### config.mk
export PLATFORM = sky130hd
export DESIGN_NAME = alu_cmd_sequencer
export DESIGN_NICKNAME = d
export VERILOG_FILES = /design/src/rtl/alu_cmd_sequencer.sv
export SDC_FILE = /design/constraint.sdc
export NUM_CORES = 1
export LEC_CHECK = 0
export BUFFER_PORTS_ARGS = -buffer_cell sky130_fd_sc_hd__buf_2
export CORE_MARGIN = 2
export CORE_UTILIZATION = 59
export CTS_BUF_LIST = sky130_fd_sc_hd__clkbuf_8
export DETAILED_ROUTE_END_ITERATION = 16
export PLACE_DENSITY_LB_ADDON = 0.08
export SYNTH_ARGS = -nofsm -noshare
export SYNTH_HDL_FRONTEND = slang
export SYNTH_SLANG_ARGS = --single-unit
### constraint.sdc
create_clock -name clk -period 2.7 [get_ports clk]
set_input_delay 0.27 -clock clk [delete_from_list [all_inputs] [get_ports clk]]
set_output_delay 0.27 -clock clk [all_outputs]
set_load 0.01 [all_outputs]
### src/rtl/alu_cmd_sequencer.sv
// alu_cmd_sequencer: command FIFO feeding the 8-bit ALU through its
// load/persist protocol, then returning captured results in order.
// Optional feature macro: ALU_SEQ_ONEHOT_CHECK_EN (one-hot op checking;
// illegal ops bypass the ALU and return res_data=0, res_err=1).
module alu_cmd_sequencer #(
   parameter int DEPTH   = 4,
   parameter int WIDTH   = 8,
   parameter int OP_W    = 7,
   parameter int ALU_LAT = 1
) (
   input  logic                     clk,
   input  logic                     rst,
   input  logic                     cmd_valid,
   output logic                     cmd_ready,
   input  logic [WIDTH-1:0]         cmd_a,
   input  logic [WIDTH-1:0]         cmd_b,
   input  logic [OP_W-1:0]          cmd_op,
   output logic                     alu_on,
   output logic [2:0]               alu_in_sel,
   output logic [WIDTH-1:0]         alu_num1,
   output logic [WIDTH-1:0]         alu_num2,
   output logic [OP_W-1:0]          alu_out_sel,
   input  logic [WIDTH-1:0]         alu_out,
   output logic                     res_valid,
   input  logic                     res_ready,
   output logic [WIDTH-1:0]         res_data,
   output logic                     res_err,
   output logic [$clog2(DEPTH):0]   level
);

   localparam int PW = $clog2(DEPTH);
   localparam int LW = PW + 1;
   localparam int CW = (ALU_LAT > 1) ? $clog2(ALU_LAT) : 1;

   localparam logic [2:0] SEL_PERSIST = 3'b100;
   localparam logic [2:0] SEL_LOAD    = 3'b010;
   localparam logic [2:0] SEL_RESET   = 3'b001;

   typedef enum logic [1:0] {
      S_IDLE = 2'd0,
      S_LOAD = 2'd1,
      S_WAIT = 2'd2,
      S_HOLD = 2'd3
   } state_t;

   state_t state_reg, state_next;

   // Command storage; read into the operand registers on pop.
   logic [WIDTH-1:0] mem_a  [DEPTH];
   logic [WIDTH-1:0] mem_b  [DEPTH];
   logic [OP_W-1:0]  mem_op [DEPTH];

   logic [PW-1:0]    wr_ptr_reg, rd_ptr_reg;
   logic [LW-1:0]    level_reg;
   logic             push, pop, fifo_empty, head_illegal, capture;
   logic [CW-1:0]    wait_cnt_reg;

   logic             alu_on_reg;
   logic [2:0]       alu_in_sel_reg;
   logic [WIDTH-1:0] num1_reg, num2_reg;
   logic [OP_W-1:0]  out_sel_reg;
   logic             res_valid_reg;
   logic [WIDTH-1:0] res_data_reg;

   assign fifo_empty  = (level_reg == '0);
   // Full check only; a same-cycle pop does not free a slot early.
   assign cmd_ready   = rst && (level_reg != LW'(DEPTH));
   assign push        = cmd_valid && cmd_ready;

   assign level       = level_reg;
   assign alu_on      = alu_on_reg;
   assign alu_in_sel  = alu_in_sel_reg;
   assign alu_num1    = num1_reg;
   assign alu_num2    = num2_reg;
   assign alu_out_sel = out_sel_reg;
   assign res_valid   = res_valid_reg;
   assign res_data    = res_data_reg;

   // Write incoming commands into the storage array.
   always_ff @(posedge clk) begin
      if (push) begin
         mem_a[wr_ptr_reg]  <= cmd_a;
         mem_b[wr_ptr_reg]  <= cmd_b;
         mem_op[wr_ptr_reg] <= cmd_op;
      end
   end

   // FIFO pointers and occupancy.
   always_ff @(posedge clk) begin
      if (!rst) begin
         wr_ptr_reg <= '0;
         rd_ptr_reg <= '0;
         level_reg  <= '0;
      end else begin
         if (push) wr_ptr_reg <= wr_ptr_reg + 1'b1;
         if (pop)  rd_ptr_reg <= rd_ptr_reg + 1'b1;
         case ({push, pop})
            2'b10:   level_reg <= level_reg + 1'b1;
            2'b01:   level_reg <= level_reg - 1'b1;
            default: level_reg <= level_reg;
         endcase
      end
   end

`ifdef ALU_SEQ_ONEHOT_CHECK_EN
   // Legality is decided at push time and kept per entry so the FSM can
   // branch on the head entry without an asynchronous read of the data array.
   logic [DEPTH-1:0] illegal_reg;
   logic             cmd_illegal;
   logic             res_err_reg;

   assign cmd_illegal  = (cmd_op == '0) || ((cmd_op & (cmd_op - OP_W'(1))) != '0);
   assign head_illegal = illegal_reg[rd_ptr_reg];
   assign res_err      = res_err_reg;

   // Per-entry illegal-op flags.
   always_ff @(posedge clk) begin
      if (!rst) begin
         illegal_reg <= '0;
      end else if (push) begin
         illegal_reg[wr_ptr_reg] <= cmd_illegal;
      end
   end

   // Error flag follows the result it belongs to.
   always_ff @(posedge clk) begin
      if (!rst) begin
         res_err_reg <= 1'b0;
      end else if (capture) begin
         res_err_reg <= 1'b0;
      end else if (pop && head_illegal) begin
         res_err_reg <= 1'b1;
      end
   end
`else
   // Without checking every op is forwarded to the ALU.
   assign head_illegal = 1'b0;
   assign res_err      = 1'b0;
`endif

   // State register.
   always_ff @(posedge clk) begin
      if (!rst) begin
         state_reg <= S_IDLE;
      end else begin
         state_reg <= state_next;
      end
   end

   // Next-state logic, pop and capture strobes.
   always_comb begin
      state_next = state_reg;
      pop        = 1'b0;
      capture    = 1'b0;
      case (state_reg)
         S_IDLE: begin
            if (!fifo_empty) begin
               pop        = 1'b1;
               state_next = head_illegal ? S_HOLD : S_LOAD;
            end
         end
         S_LOAD: begin
            state_next = S_WAIT;
         end
         S_WAIT: begin
            if (wait_cnt_reg == '0) begin
               capture    = 1'b1;
               state_next = S_HOLD;
            end
         end
         S_HOLD: begin
            if (res_ready) begin
               if (!fifo_empty) begin
                  pop        = 1'b1;
                  state_next = head_illegal ? S_HOLD : S_LOAD;
               end else begin
                  state_next = S_IDLE;
               end
            end
         end
         default: state_next = S_IDLE;
      endcase
   end

   // ALU drive, latency counter and result registers, all registered off the next state.
   always_ff @(posedge clk) begin
      if (!rst) begin
         alu_on_reg     <= 1'b0;
         alu_in_sel_reg <= SEL_RESET;
         num1_reg       <= '0;
         num2_reg       <= '0;
         out_sel_reg    <= '0;
         wait_cnt_reg   <= '0;
         res_valid_reg  <= 1'b0;
         res_data_reg   <= '0;
      end else begin
         alu_in_sel_reg <= (state_next == S_LOAD) ? SEL_LOAD : SEL_PERSIST;
         alu_on_reg     <= (state_next == S_LOAD) || (state_next == S_WAIT);
         res_valid_reg  <= (state_next == S_HOLD);

         if (pop && !head_illegal) begin
            num1_reg    <= mem_a[rd_ptr_reg];
            num2_reg    <= mem_b[rd_ptr_reg];
            out_sel_reg <= mem_op[rd_ptr_reg];
         end

         if (state_reg == S_LOAD) begin
            wait_cnt_reg <= CW'(ALU_LAT - 1);
         end else if (state_reg == S_WAIT && wait_cnt_reg != '0) begin
            wait_cnt_reg <= wait_cnt_reg - 1'b1;
         end

         if (capture) begin
            res_data_reg <= alu_out;
         end else if (pop && head_illegal) begin
            res_data_reg <= '0;
         end
      end
   end

endmodule

==> impl_metrics.toml, run 1 <==
[timing]
period_needed_ns = 2.28
finalClockSkew_ns = 0.0137
setup_violations = 0
drv_slew = 0
final-hold-violation-count = 0
worstMarginPinSlew_ns = 0.546
rsz0062_at_grt = "no"
clock.fmax_mhz = 439
setup_tns_ns = 0
slew_headroom = 0.636
final.period_utilization = 0.843
worst_slack_ns = 0.424

[setup_path]
endpoint = "level[2]$_SDFFE_PN0P_"
startpoint = "level[0]$_SDFFE_PN0P_"
end_kind = "register"
timing.rr.end = "level[2]$_SDFFE_PN0P_"
worstReg2RegStart = "level[0]$_SDFFE_PN0P_"
r2r_cells = 8
worstPathArrival_ns = 2.64
ff2ff_setup_slack_ns = 0.42
cp.required_ns = 3.06
crit_type = "register to register"
cp_max_fo = 6
start_kind = "register"

[cts]
cts_tree = "built"
post_cts_resize_count = 0
cts_setup_buffers = 0
hold_buffers = 0
cts.htree.levels = 4
clkTransAtPathRegs_ns = 0.09
root_buffer = "clkbuf_8"
clock-sinks = 138
numCtsBuffers = 17
clock_path_buffers = 2
insertion_delay_ns = 0.43

[final_layout]
multi_input_area_mm2 = 0.00164
fin_nets = 482
reg_top3 = "mem_a x32, mem_b x32, mem_op x28"
insertedDiodeCount = 0
instances_no_fill = 558
drive_above_1_share = 0.315
stdcell_area_mm2 = 0.00640
area.sequential_mm2 = 0.00368
area_growth_pct = 16.5
fillers = 633

[grt]
track_usage = 0.224
grt_max_degree = 48
first_global_vias = 3214
antenna_found_initial = 0
grt.overflow.total = 0
grt_pass1_wl_um = 16600

[logic_synthesis]
ys_ff_latch = 138
synthesis.area_mm2 = 0.00550
yosys_warnings = 0
synthFlopType = "edfxtp_1"
synth.avg_cell_area_um2 = 15.6
ys_async_sr_fraction = 0
syn_inst = 352
ys_types = 41
yosysSeqAreaShare = 0.670
synth_nets = 400
synth_edf_count = 92

[min_path]
worstHoldPathType = "input pin to register"
hold_start = "cmd_b[5]"

[placed_design]
place_area_mm2 = 0.00600
port_buffers = 74
placed_cells = 526
dp_hpwl_um = 6410
gp_congestion = 0.781
place_ws_ns = 0.441

[detailed_routing]
first_iter_violations = 155
viasPerCell = 5.94
route.vias.total = 3313
ant_nets = 0
drt-total-wl_um = 10400
wl_per_cell_um = 18.7
drc = 0
dr.pass1.iters = 4

[floorplan]
io_pins = 76
start_util = 0.600
core_area_mm2 = 0.00915
dieWidth_um = 101
fp.dieH_um = 101
dieArea_mm2 = 0.0101
rows = 35

[flow_run]
cap_viol_max_count = 0

[power]
vdd_drop_max_mv = 0.542
power_density_mw_per_mm2 = 945
fin_total_pwr_mw = 6.05
leakagePower_nw = 2.43

[run_status]
run_status = "completed"
final cells by class:
cell class	count	share of cell area
Clock buffer	17	0.0366
Clock inverter	15	0.0260
Inverter	8	0.00469
Multi-Input combinational cell	180	0.256
Sequential cell	138	0.575
Tap cell	111	0.0217
Timing Repair Buffer	89	0.0794
routing by layer:
metal | track usage | wire (um) | vias up
met1 | 0.294 | 4620 | 1658
li1 | - | - | 1536
met2 | 0.366 | 5180 | 102
met3 | 0.0631 | 495 | 17
met4 | 0.0717 | 150 | 0
met5 | 0 | 0 | -
metrics by stage:
step	utilization	hold slack (ns)
final	0.699	0.0475
after global routing	0.699	0.0250
after CTS	0.699	0.0354
after detailed placement	0.656	0.446
after global placement	0.656	0.438
after floorplan	-	0.369
kinds of logic (layout without fill, tap and decap cells):
| kind of cell | Yosys count | after routing | synth area share |
|---|---|---|---|
| DFF | 138 | 138 | 0.670 |
| and+or+nand+nor | 90 | 90 | 0.0918 |
| AOI/OAI and AO/OA | 46 | 46 | 0.0644 |
| buffers and inverters | 34 | 129 | 0.0319 |
| muxes | 28 | 28 | 0.107 |
| adders and majority gates | 13 | 13 | 0.0310 |
| xor gates and xnor gates | 2 | 2 | 0.00319 |
| other | 1 | 1 | 0.000682 |
how the worst min path moves through the flow:
| stage | cells past startpoint | endpoint | slack, ns |
|---|---|---|---|
| after global placement | 2 | res_data[6]$_SDFFE_PN0P_ | 0.44 |
| after detailed placement | 2 | res_data[0]$_SDFFE_PN0P_ | 0.45 |
| final | 1 | mem_b[3][5]$_DFFE_PP_ | 0.05 |
| after global routing | 1 | mem_b[2][5]$_DFFE_PP_ | 0.02 |
| after CTS | 1 | mem_a[2][7]$_DFFE_PP_ | 0.04 |
| after floorplan | 0 | mem_a[0][0]$_DFFE_PP_ | 0.37 |
power breakdown:
| group | leakage [nW] | internal, mW | switching (mW) | total, mW |
|---|---|---|---|---|
| logic | 1.03 | 0.674 | 0.959 | 1.63 |
| clock network | 0.193 | 0.840 | 0.832 | 1.67 |
| registers | 1.21 | 2.58 | 0.166 | 2.75 |
cells in the mapped netlist (2+ instances only):
master	number	area, um^2
edfxtp_1	92	2760
dfxtp_1	46	921
nand2_1	45	169
nand4b_1	23	201
o311ai_0	20	175
mux4_2	18	405
clkbuf_1	15	56.3
a21oi_1	13	65.1
ha_1	12	150
buf_2	7	35.0
inv_1	7	26.3
and2_1	6	37.5
nor2_1	6	22.5
mux2i_1	5	50.1
mux4_1	5	131
nand2b_1	3	18.8
o311ai_1	3	26.3
nor2b_1	2	12.5
o21ai_0	2	10.0
cells in the final DEF (no fill, tap or decap), drive strengths merged, types with 6 or more instances in the layout:
| cell | n |
|---|---|
| o311ai | 23 |
| clkbuf | 17 |
| edfxtp | 92 |
| mux4 | 23 |
| and2 | 6 |
| nand2 | 45 |
| nand4b | 23 |
| nor2 | 6 |
| dfxtp | 46 |
| buf | 89 |
| inv | 14 |
| a21oi | 13 |
| ha | 12 |
critical path, cell delays in order, from the launching register on:
cell      delay, ns
dfxtp_1        0.51
nor2_1         0.15
a211oi_4       0.26
inv_1          0.07
ha_1           0.23
fa_1           0.40
xnor2_1        0.15
or3_1          0.30
a21oi_1        0.14
Power figures use the tool's default switching activity.
==> run 2: changes to the inputs <==
Clock period 2.7 ns to 2.4 ns, I/O delays scaled along.
==> run 2 against run 1 <==
Against the previous run:
- critical path depth increased by 1
- combinational power increased by 14%
- die area unchanged
- register-to-register slack got worse by 0.27 ns
- via count decreased by 1.8%
- fmax increased by 1.4%
- largest cell class unchanged
==> impl_metrics.toml, run 2 (synthesized netlist as in run 1, its figures left out) <==
[final_layout]
final_cell_mix = "92 x edfxtp_1, 74 x buf_2, 46 x dfxtp_1, 45 x nand2_1, 23 x nand4b_1"
final_common_cell = "edfxtp_1"
area_growth_pct = 17.1
fin_nets = 486
fillers = 617
drive_above_1_share = 0.319
reg_top3 = "mem_a x32, mem_b x32, mem_op x28"
insertedDiodeCount = 0

[floorplan]
io_pins = 76
fp.dieH_um = 101
dieWidth_um = 101
dieArea_mm2 = 0.0101
core_area_mm2 = 0.00915
start_util = 0.600
rows = 35

[detailed_routing]
wl_per_cell_um = 18.5
route.vias.total = 3253
drt-total-wl_um = 10400
first_iter_violations = 181
viasPerCell = 5.79
ant_nets = 0
drc = 0
dr.pass1.iters = 5

[min_path]
hold_start = "cmd_b[2]"
worstHoldPathType = "input pin to register"
whs_path_depth = 1
hold_end = "mem_b[0][2]$_DFFE_PP_"

[cts]
insertion_delay_ns = 0.43
cts_setup_buffers = 0
clock-sinks = 138
cts_tree = "built"
clkTransAtPathRegs_ns = 0.08
root_buffer = "clkbuf_8"
numCtsBuffers = 17
clock_path_buffers = 2
cts.htree.levels = 4

[power]
leakagePower_nw = 2.45
vdd_drop_max_mv = 0.563
swShare = 0.319
intPower_mw = 4.63
seqPwrFrac = 0.453
comb_power_share = 0.273
p_clk_frac = 0.273
power_density_mw_per_mm2 = 1060
fin_total_pwr_mw = 6.79
p_switching_mw = 2.17

[setup_path]
worstReg2RegStart = "state_reg[0]$_SDFF_PN0_"
crit_type = "register to register"
r2r_cells = 9
start_kind = "register"
worstPathArrival_ns = 2.61
cp_max_fo = 4
cp.required_ns = 2.76
timing.rr.end = "level[2]$_SDFFE_PN0P_"
ff2ff_setup_slack_ns = 0.16
end_kind = "register"

[timing]
finalClockSkew_ns = 0.0173
clock.fmax_mhz = 446
final-hold-violation-count = 0
rsz0062_at_grt = "no"
slew_headroom = 0.635
setup_violations = 0
setup_tns_ns = 0
final.period_utilization = 0.935
drv_slew = 0
worstMarginPinSlew_ns = 0.547
period_needed_ns = 2.24

[grt]
antenna_found_initial = 0
grt_max_degree = 48
first_global_vias = 3275
grt.overflow.total = 0
grt_pass1_wl_um = 16500
track_usage = 0.222

[placed_design]
dp_hpwl_um = 6500
gp_congestion = 0.799
port_buffers = 74

[flow_run]
cap_viol_max_count = 0

[run_status]
run_status = "completed"
[run 2: timing repair]
action / in CTS / in global routing
hold buffers: 1 / 0
hold endpoints to repair: 4 / 0
endpoints found under the setup margin: 0 / 1
resized for setup: 0 / 1
[run 2: cell type report]
type                            count  area [um^2]  area share
Clock buffer                       17          234      0.0364
Clock inverter                     15          163      0.0253
Inverter                            8         30.0     0.00467
Multi-Input combinational cell    180         1640       0.256
Sequential cell                   138         3680       0.573
Tap cell                          111          139      0.0216
Timing Repair Buffer               93          541      0.0840
[run 2: worst max-delay path by stage]
stage,start,endpoint,slack (ns),depth (start not counted)
after floorplan,state_reg[1]$_SDFF_PN0_,level[2]$_SDFFE_PN0P_,0.07,9
after global placement,state_reg[0]$_SDFF_PN0_,level[2]$_SDFFE_PN0P_,0.29,9
after detailed placement,state_reg[1]$_SDFF_PN0_,level[2]$_SDFFE_PN0P_,0.17,9
after CTS,state_reg[1]$_SDFF_PN0_,level[2]$_SDFFE_PN0P_,0.16,9
after global routing,state_reg[1]$_SDFF_PN0_,level[2]$_SDFFE_PN0P_,0.02,9
final,state_reg[0]$_SDFF_PN0_,level[2]$_SDFFE_PN0P_,0.16,9
[run 2: power groups by stage]
stage	Combinational (mW)	Clock (mW)	Sequential [mW]
2_1_floorplan	1.14	0	3.21
3_3_place_gp	1.83	0	3.12
3_5_place_dp	1.87	0	3.13
4_1_cts	1.87	1.90	3.08
5_1_grt	2.05	1.99	3.12
6_report	1.86	1.86	3.08
[run 2: per-layer routing]
metal,vias up,routed length (um),share of wire,track usage
li1,1545,-,-,-
met1,1574,4380,0.42,0.285
met2,127,5250,0.51,0.359
met3,7,666,0.064,0.0714
met4,0,76,0.0073,0.0769
met5,-,0,0,0
[run 2: critical path: stages (launching register included)]
cell and delay (ns):
dfxtp_1 0.39, inv_1 0.11, ha_1 0.23, a21oi_2 0.13, nor3_1 0.08, ha_1 0.22
fa_1 0.38, xnor2_1 0.15, or3_1 0.34, a21oi_2 0.17
[run 2: through the flow]
| stage | util | hold WS (ns) | setup WS (ns) | cell area, um^2 | cells |
|---|---|---|---|---|---|
| after floorplan | - | 0.339 | 0.0709 | 5500 | 352 |
| after global placement | 0.658 | 0.438 | 0.289 | 6020 | 529 |
| after detailed placement | 0.658 | 0.448 | 0.171 | 6020 | 529 |
| after CTS | 0.703 | 0.000770 | 0.156 | 6430 | 562 |
| after global routing | 0.703 | 0.00104 | 0.0193 | 6430 | 562 |
| final | 0.703 | 0.0248 | 0.156 | 6430 | 562 |
